**config.mk**
```make
export PLATFORM = sky130hd
export DESIGN_NAME = rr_mux_arbiter
export DESIGN_NICKNAME = d
export VERILOG_FILES = /design/src/rtl/rr_mux_arbiter.sv
export SDC_FILE = /design/constraint.sdc
export NUM_CORES = 1
export LEC_CHECK = 0
export ABC_AREA = 1
export CAP_MARGIN = 20
export CORE_MARGIN = 2
export CORE_UTILIZATION = 42
export CTS_CLUSTER_DIAMETER = 60
export DETAILED_ROUTE_END_ITERATION = 7
export GPL_ROUTABILITY_DRIVEN = 0
export PLACE_DENSITY_LB_ADDON = 0.08
export SYNTH_ARGS = -nofsm -noshare
export SYNTH_HDL_FRONTEND = slang
export SYNTH_SLANG_ARGS = --single-unit
```
**constraint.sdc**
```tcl
create_clock -name clk -period 1.7 [get_ports clk]
set_clock_uncertainty 0.05 [all_clocks]
set_input_delay 0.34 -clock clk [delete_from_list [all_inputs] [get_ports clk]]
set_output_delay 0.34 -clock clk [all_outputs]
set_load 0.01 [all_outputs]
```
**src/rtl/rr_mux_arbiter.sv**
```systemverilog
// Round-robin owner arbiter for a shared bus mux: registered one-hot grant plus
// binary select, ownership held until done, request drop, or hold limit.
module rr_mux_arbiter #(
    parameter int NREQ    = 4,
    parameter int SELW    = 2,
    parameter int MAXHOLD = 15
) (
    input  logic            clk,
    input  logic            rst_n,
    input  logic [NREQ-1:0] req,
    input  logic [NREQ-1:0] done,
    output logic [NREQ-1:0] grant,
    output logic [SELW-1:0] sel,
    output logic            busy,
    output logic            timeout,
    output logic            dbg_own,
    output logic [SELW-1:0] dbg_ptr,
    output logic [(MAXHOLD > 1 ? $clog2(MAXHOLD) : 1)-1:0] dbg_cnt
);

    localparam int CNTW = (MAXHOLD > 1) ? $clog2(MAXHOLD) : 1;
    localparam logic [CNTW-1:0] CNT_LAST = CNTW'(MAXHOLD - 1);
    localparam logic [SELW-1:0] LAST_IDX = SELW'(NREQ - 1);

    typedef enum logic {
        IDLE = 1'b0,
        OWN  = 1'b1
    } state_t;

    // Handshake: req[i] is a level held until the requester has been served;
    // done[i] is a one-cycle strobe and only the current owner's bit matters.

    state_t          state_q, state_d;
    logic [SELW-1:0] ptr_q, ptr_d;
    logic [CNTW-1:0] cnt_q, cnt_d;
    logic [NREQ-1:0] grant_q, grant_d;
    logic [SELW-1:0] sel_q, sel_d;
    logic            busy_q, busy_d;
    logic            timeout_q, timeout_d;

    logic [SELW:0]   pick;
    logic [SELW-1:0] search_start;
    logic [SELW-1:0] next_after_owner;
    logic            rel_done, rel_drop, rel_limit;

    // Returns {found, index}: first set bit of r scanning start, start+1, ... mod NREQ.
    function automatic logic [SELW:0] find_from(input logic [NREQ-1:0] r,
                                                input logic [SELW-1:0] start);
        logic [SELW:0]   res;
        logic [SELW-1:0] ix;
        int              idx;
        res = '0;
        for (int i = NREQ - 1; i >= 0; i--) begin
            idx = int'(start) + i;
            if (idx >= NREQ) idx = idx - NREQ;
            ix = SELW'(idx);
            if (r[ix]) res = {1'b1, ix};
        end
        return res;
    endfunction

    assign next_after_owner = (sel_q == LAST_IDX) ? '0 : sel_q + SELW'(1);
    assign rel_done  = done[sel_q];
    assign rel_drop  = ~req[sel_q];
    assign rel_limit = (cnt_q == CNT_LAST);
    assign search_start = (state_q == IDLE) ? ptr_q : next_after_owner;
    assign pick = find_from(req, search_start);

    always_comb begin
        state_d   = state_q;
        ptr_d     = ptr_q;
        cnt_d     = cnt_q;
        grant_d   = grant_q;
        sel_d     = sel_q;
        busy_d    = busy_q;
        timeout_d = 1'b0;
        case (state_q)
            IDLE: begin
                grant_d = '0;
                sel_d   = '0;
                busy_d  = 1'b0;
                cnt_d   = '0;
                if (pick[SELW]) begin
                    grant_d = NREQ'(1) << pick[SELW-1:0];
                    sel_d   = pick[SELW-1:0];
                    busy_d  = 1'b1;
                    state_d = OWN;
                end
            end
            OWN: begin
                if (rel_done || rel_drop || rel_limit) begin
                    ptr_d     = next_after_owner;
                    cnt_d     = '0;
                    // Forced release only when the owner still wanted the bus.
                    timeout_d = rel_limit && !rel_done && !rel_drop;
                    if (pick[SELW]) begin
                        grant_d = NREQ'(1) << pick[SELW-1:0];
                        sel_d   = pick[SELW-1:0];
                        busy_d  = 1'b1;
                    end else begin
                        grant_d = '0;
                        sel_d   = '0;
                        busy_d  = 1'b0;
                        state_d = IDLE;
                    end
                end else begin
                    cnt_d = cnt_q + CNTW'(1);
                end
            end
            default: begin
                state_d = IDLE;
                grant_d = '0;
                sel_d   = '0;
                busy_d  = 1'b0;
                cnt_d   = '0;
            end
        endcase
    end

    always_ff @(posedge clk) begin
        if (!rst_n) begin
            state_q   <= IDLE;
            ptr_q     <= '0;
            cnt_q     <= '0;
            grant_q   <= '0;
            sel_q     <= '0;
            busy_q    <= 1'b0;
            timeout_q <= 1'b0;
        end else begin
            state_q   <= state_d;
            ptr_q     <= ptr_d;
            cnt_q     <= cnt_d;
            grant_q   <= grant_d;
            sel_q     <= sel_d;
            busy_q    <= busy_d;
            timeout_q <= timeout_d;
        end
    end

    assign grant   = grant_q;
    assign sel     = sel_q;
    assign busy    = busy_q;
    assign timeout = timeout_q;
    assign dbg_own = (state_q == OWN);
    assign dbg_ptr = ptr_q;
    assign dbg_cnt = cnt_q;

endmodule

```
# Yosys cells after proc, flatten, opt, wreduce, memory -nomap -nowiden
# Index checks and enable logic that the tools add are counted.
dict set report word_totals {
  word_cells 73
  ff_bits 15
}
dict set report op_classes {
  shift 1
  n_lt_le_gt_ge 9
  add_sub_neg 9
  muxes 35
  n_bitwise 2
  reduce_logical 7
  n_eq_ne 3
}
# operator count
set ops {}
lappend ops {{2-bit two-way mux} 8}
lappend ops {{4-bit one-hot mux with 2 select lines} 2}
lappend ops {{2-bit by 3-bit < comparator with 1-bit output, second input constant} 5}
lappend ops {{1-bit binary-select mux with 2-bit select} 6}
lappend ops {{3-bit two-way mux} 4}
lappend ops {{4-bit two-way mux} 3}
lappend ops {{3-bit greater-or-equal comparator, second input constant} 3}
lappend ops {{1-bit two-way mux} 9}
lappend ops {{2-bit by 1-bit subtractor with 2-bit output, second input constant} 4}
lappend ops {{2-bit by 2-bit adder with 3-bit output, second input constant} 2}
lappend ops {{4-bit by 1-bit adder with 4-bit output, second input constant} 1}
lappend ops {{4-bit == test, second input constant} 1}
lappend ops {{1-bit one-hot mux with 2 select lines} 2}
lappend ops {{2-bit one-hot mux with 2 select lines} 1}
lappend ops {{1-bit by 2-bit left shift with 4-bit output, first input constant} 1}
lappend ops {{2-bit by 1-bit adder with 3-bit output, second input constant} 1}
lappend ops {{2-bit by 3-bit greater-or-equal comparator with 1-bit output, second input constant} 1}
lappend ops {{3-bit AND reduction} 1}
lappend ops {{2-bit by 1-bit adder with 2-bit output, second input constant} 1}
lappend ops {{2-bit == test, second input constant} 1}
lappend ops {{1-bit logical AND} 2}
lappend ops {{1-bit logical OR} 2}
lappend ops {{2-bit by 1-bit != test with 1-bit output, second input constant} 1}
lappend ops {{1-bit NOT} 2}
lappend ops {{other kinds (2)} 2}

# Logic depth before layout (Yosys ltp)
# Gate-level depths: netlist of run 1.
dict set report depth {
  depth_word 16
  ltp_mapped 15
  mapped_depth_nobuf 15
}

# Least setup slack after synthesis of run 1
# OpenSTA, ideal clock, no wires.
dict set report synth_timing {
  path_type {reg-to-reg}
  startpoint {reg sel_q[0], in the netlist sel[0]}
  endpoint {reg grant_q[0], in the netlist grant[0]}
  path_stages_with_launch 14
  required_ps 1537
  path_slack_ps 3
  setup_ps 113
  period_less_slack_ps 1697
  arrival_ps 1533
  path_cell_list {dfxtp_1 ha_1 nor2_1 nand2_2 nand2_4 nand2_2 nand2_1 nand2_1 nand2_2 nand2_1 nor2_1 nor2_2 nand3_1 nand2_1}
}
dict set report synth_between {
  elab_chain_cells 16
  word_cells_on_any_way 43
  cone_classes {add/sub (8); order compare (4); eq/ne (2); shift (1); mux (25); bitwise (1); reduce/logical (2)}
}
# item line
set synth_lines {}
lappend synth_lines {{from (decl)} 37} ;# logic [SELW-1:0] sel_q, sel_d;
lappend synth_lines {{from (signal assigned)} 134} ;# sel_q <= sel_d;
lappend synth_lines {{2-bit by 1-bit adder with 2-bit output / 2-bit == test (equally long branches)} 62} ;# assign next_after_owner = (sel_q == LAST_IDX) ? '0 : sel_q + SELW'(1);
lappend synth_lines {{2-bit two-way mux} 62}
lappend synth_lines {{2-bit two-way mux} 66} ;# assign search_start = (state_q == IDLE) ? ptr_q : next_after_owner;
lappend synth_lines {{2-bit by 2-bit adder with 3-bit output} 54} ;# idx = int'(start) + i;
lappend synth_lines {{3-bit greater-or-equal comparator / 2-bit by 1-bit subtractor with 2-bit output (equally long branches)} 55} ;# if (idx >= NREQ) idx = idx - NREQ;
lappend synth_lines {{2-bit two-way mux} 55}
lappend synth_lines {{1-bit binary-select mux with 2-bit select} 57} ;# if (r[ix]) res = {1'b1, ix};
lappend synth_lines {{1-bit two-way mux (implied by the code)} 57}
lappend synth_lines {{3-bit two-way mux (4 in series)} 57}
lappend synth_lines {{1-bit by 2-bit left shift with 4-bit output} {84, 97}}
lappend synth_lines {{4-bit two-way mux} {83, 96}}
lappend synth_lines {{4-bit two-way mux} 91} ;# if (rel_done || rel_drop || rel_limit) begin
lappend synth_lines {{4-bit one-hot mux with 2 select lines} 77} ;# case (state_q)
lappend synth_lines {{to (signal assigned)} 133} ;# grant_q <= grant_d;
lappend synth_lines {{to (decl)} 36} ;# logic [NREQ-1:0] grant_q, grant_d;
# Parallel ways exist; a longest one is shown, timed or not. The select of a mux whose other input is x is not followed.
# A chain may end at the register's enable or synchronous reset.

# Worst setup path after layout of run 1
dict set report layout_timing {
  startpoint {reg sel_q[0], in the netlist sel[0]}
  endpoint {reg grant_q[2], in the netlist grant[2]}
}
# Same word-level chain as after synthesis.

==> impl_metrics.csv, run 1 <==
group,metric,value,unit
timing,fin_crit,1.71,ns
critical_path,crit_required,1.85,ns
detailed_routing,wl,2340,µm
synthesis,avgSynthCellArea,6.58,µm²
critical_path,crit_path_frequent_cell,"nand3_1",
final_layout,fin_nets,197,
global_route,grt_max_degree,10,
synthesis,synthCells,141,
critical_path,reg2reg_to,"grant[2]$_SDFFE_PN0P_",
power_and_ir_drop,power_density,1310,mW/mm²
global_route,antenna_found_initial,0,
detailed_routing,drc,0,
critical_path,r2r-start,"sel[0]$_SDFFE_PN0P_",
timing,worstMarginPinSlew,0.341,ns
die,die-width,51.0,µm
clock_network,numCtsBuffers,3,
timing,timing.fmax,586,MHz
die,rows,17,
timing,finalMaxSlewViolations,0,
clock_network,cts_buffer_depth,2,
detailed_routing,detail-route-antenna-nets,0,
critical_path,crit_end,"grant[2]$_SDFFE_PN0P_",
critical_path,crit_chain,"ha_4 -> nor2_4 -> nand2_4 -> nand3_1 -> nand2_4 -> buf_4 -> a21oi_1 -> nand3_1 -> nand2_2 -> inv_2 -> nand3_1 -> nand2_1",
critical_path,worstPathMaxFanout,7,
synthesis,yosysTopAreaCell,"dfxtp_1",
synthesis,seq_area_frac_synth,32.3,%
die,die_area,0.00260,mm²
placement,place_area,0.00128,mm²
global_route,grt.total_usage,20.4,%
synthesis,ys_types,24,
synthesis,syn_area,928,µm²
critical_path,crit_start,"sel[0]$_SDFFE_PN0P_",
placement,dp_hpwl,1820,µm
detailed_routing,wl_per_cell,11.1,µm
global_route,overflow,0,
synthesis,synthArstFlopShare,0,%
synthesis,synth_top_area_share,32.3,%
power_and_ir_drop,p_leak,0.000685,µW
synthesis,ys_ff_latch,15,
die,start_util,43.2,%
clock_network,cts_tree,"done",
timing,holdWs,0.405,ns
final_layout,drive_gt1_share,34.4,%
global_route,grt_pass1_vias,940,
critical_path,cpMaxStageDelayCell,"dfxtp_4",
power_and_ir_drop,peakVddDrop,0.778,mV
global_route,grt_pass1_wl,3940,µm
timing,hold_violations,0,
critical_path,cp_slowest_stage_delay,0.37,ns
critical_path,reg2reg_depth,12,
clock_network,insertion_delay,0.29,ns
final_layout,n_antenna_cell,0,
hold_path,hold_class,"reg -> reg",
synthesis,synthTopCellsByArea,"dfxtp_1 32%, nand2_1 17%, nand3_1 8.6%",
synthesis,ys.flop_type,"dfxtp_1",
final_layout,stdcell_area,0.00145,mm²
timing,fin_crit_sh,100,%
timing,finalSetupViolCount,1,
critical_path,cp-start-kind,"flip-flop",
detailed_routing,drtIter0Drc,24,
timing,rsz0062_at_grt,"yes",
flow_run,drv_cap,0,
final_layout,fill_cells,191,
synthesis,synth_nets,154,
critical_path,worstPathArrival,1.85,ns
die,die_h,51.0,µm
timing,fin_ws,-0.00707,ns
detailed_routing,viasPerCell,4.75,
synthesis,synth_edf_count,0,
clock_network,ctsRootBufferMaster,"clkbuf_4",
power_and_ir_drop,power,1900,µW
final_layout,fin_util,67.3,%
placement,place_ws,-0.246,ns
synthesis,yosys_warnings,0,
critical_path,r2r_slack,-0.007,ns
die,core,0.00215,mm²
placement,portBuffers,24,
hold_path,min_from,"grant[1]$_SDFFE_PN0P_",
status,status,"finished, violations left",
clock_network,clk_pin_slew_worst_paths,0.09,ns
critical_path,endpoint_kind,"flip-flop",
clock_network,cts_sinks,15,
critical_path,crit_type,"reg -> reg",
detailed_routing,drt-pass1-iter-count,4,
detailed_routing,vias,1002,
timing,max-slew-margin-rel,77.2,%
status,violations,"negative setup slack",
final_layout,areaGrowthSynthToFinish,55.8,%
die,io_pins,25,
clock_network,cts.htree.levels,1,
## synth_stat cells (2+ instances only)
cell type / instances
nand2_4: 3
nand2_1: 42
ha_1: 3
inv_1: 14
nor2_1: 15
o21ai_1: 2
inv_2: 4
a21oi_1: 2
nand2_2: 9
nand3_1: 16
dfxtp_1: 15
o211ai_1: 2
o21ai_0: 3
## logic make-up (layout without fill, tap and decap cells)
family                   Yosys count  in the layout  synth area share, %
AO/OA/AOI/OAI                     11             11                 7.28
XOR/XNOR                           2              2                 1.89
adder cells (fa/ha/maj)            3              3                 4.04
buffers and inverters             18             60                 7.28
flip-flops                        15             15                 32.3
AND/OR/NAND/NOR                   92             92                 47.2
## layout make-up
class                   instances  area (µm²)  share of cell area, %
inverters                      18        72.6                   5.02
repair buffers                 38         349                   24.1
flip-flops and latches         15         313                   21.6
clock inverters                 1        5.00                  0.346
multi-input cells             108         649                   44.9
clock buffers                   3        22.5                   1.56
well taps                      28        35.0                   2.42
## worst min path at each step
| stage | to | slack [ns] | depth (start not counted) |
|---|---|---|---|
| 6_report | grant[1]$_SDFFE_PN0P_ | 0.41 | 2 |
| 5_1_grt | dbg_cnt[0]$_SDFF_PP0_ | 0.43 | 1 |
| 4_1_cts | grant[3]$_SDFFE_PN0P_ | 0.41 | 2 |
| 3_5_place_dp | grant[2]$_SDFFE_PN0P_ | 0.39 | 2 |
| 3_3_place_gp | grant[3]$_SDFFE_PN0P_ | 0.40 | 2 |
| 2_1_floorplan | grant[0]$_SDFFE_PN0P_ | 0.42 | 2 |
## state kept, by name, summed over array words and instances (netlist names)
register	cells
grant	4
dbg_own	1
sel	2
busy	1
dbg_cnt	4
dbg_ptr	2
timeout	1
## power by group
group          switching [µW]  internal (µW)
Clock                     122           87.8
Sequential               64.0            435
Combinational             632            556
Total                     817           1080
## metrics by stage
stage	instances	TNS, ns
final	211	-0.00707
after global routing	211	-0.553
after CTS	209	0
after detailed placement	203	-2.52
after global placement	203	-2.11
after floorplan	141	0
## per-layer routing
metal  vias up  track usage, %  part of all wire [%]
met5         -               0                     0
met1       447            24.8                    45
met3         3            4.09                   3.2
met4         0            9.46                   1.3
li1        534               -                     -
met2        18            34.2                    50
## critical path: cells and delay by family, from the launching register on
kind | cells | cell delay, ns
compound gates | 1 | 0.11
fa+ha+maj | 1 | 0.16
buf+inv | 2 | 0.17
simple gates | 8 | 0.74
flops | 1 | 0.37
## cell usage in the layout, fill, tap and decap left out, drive strengths merged, types with 2 or more instances in the layout
| master | synthesis | routed |
|---|---|---|
| nand2 | 54 | 54 |
| o211ai | 2 | 2 |
| dfxtp | 15 | 15 |
| clkbuf | 0 | 3 |
| clkdlybuf4s50 | 0 | 21 |
| buf | 0 | 14 |
| a21oi | 3 | 3 |
| ha | 3 | 3 |
| nor2 | 17 | 17 |
| inv | 18 | 18 |
| nand3 | 17 | 17 |
| dlygate4sd2 | 0 | 2 |
| o21ai | 6 | 6 |
## what timing repair did
item | CTS | global route
hold buffers | 0 | 0
pin swaps | 4 | 11
endpoints found under the setup margin | 9 | 17
resized for setup | 11 | 29
buffers inserted | 2 | 2
Note: power is estimated with default switching activity, not from simulation.
==> run 2: changes to the inputs <==
HOLD_SLACK_MARGIN = 0.06   (was default)
==> results of run 2 <==
Same layout as run 1: the final DEF is identical, and so are final timing and power.
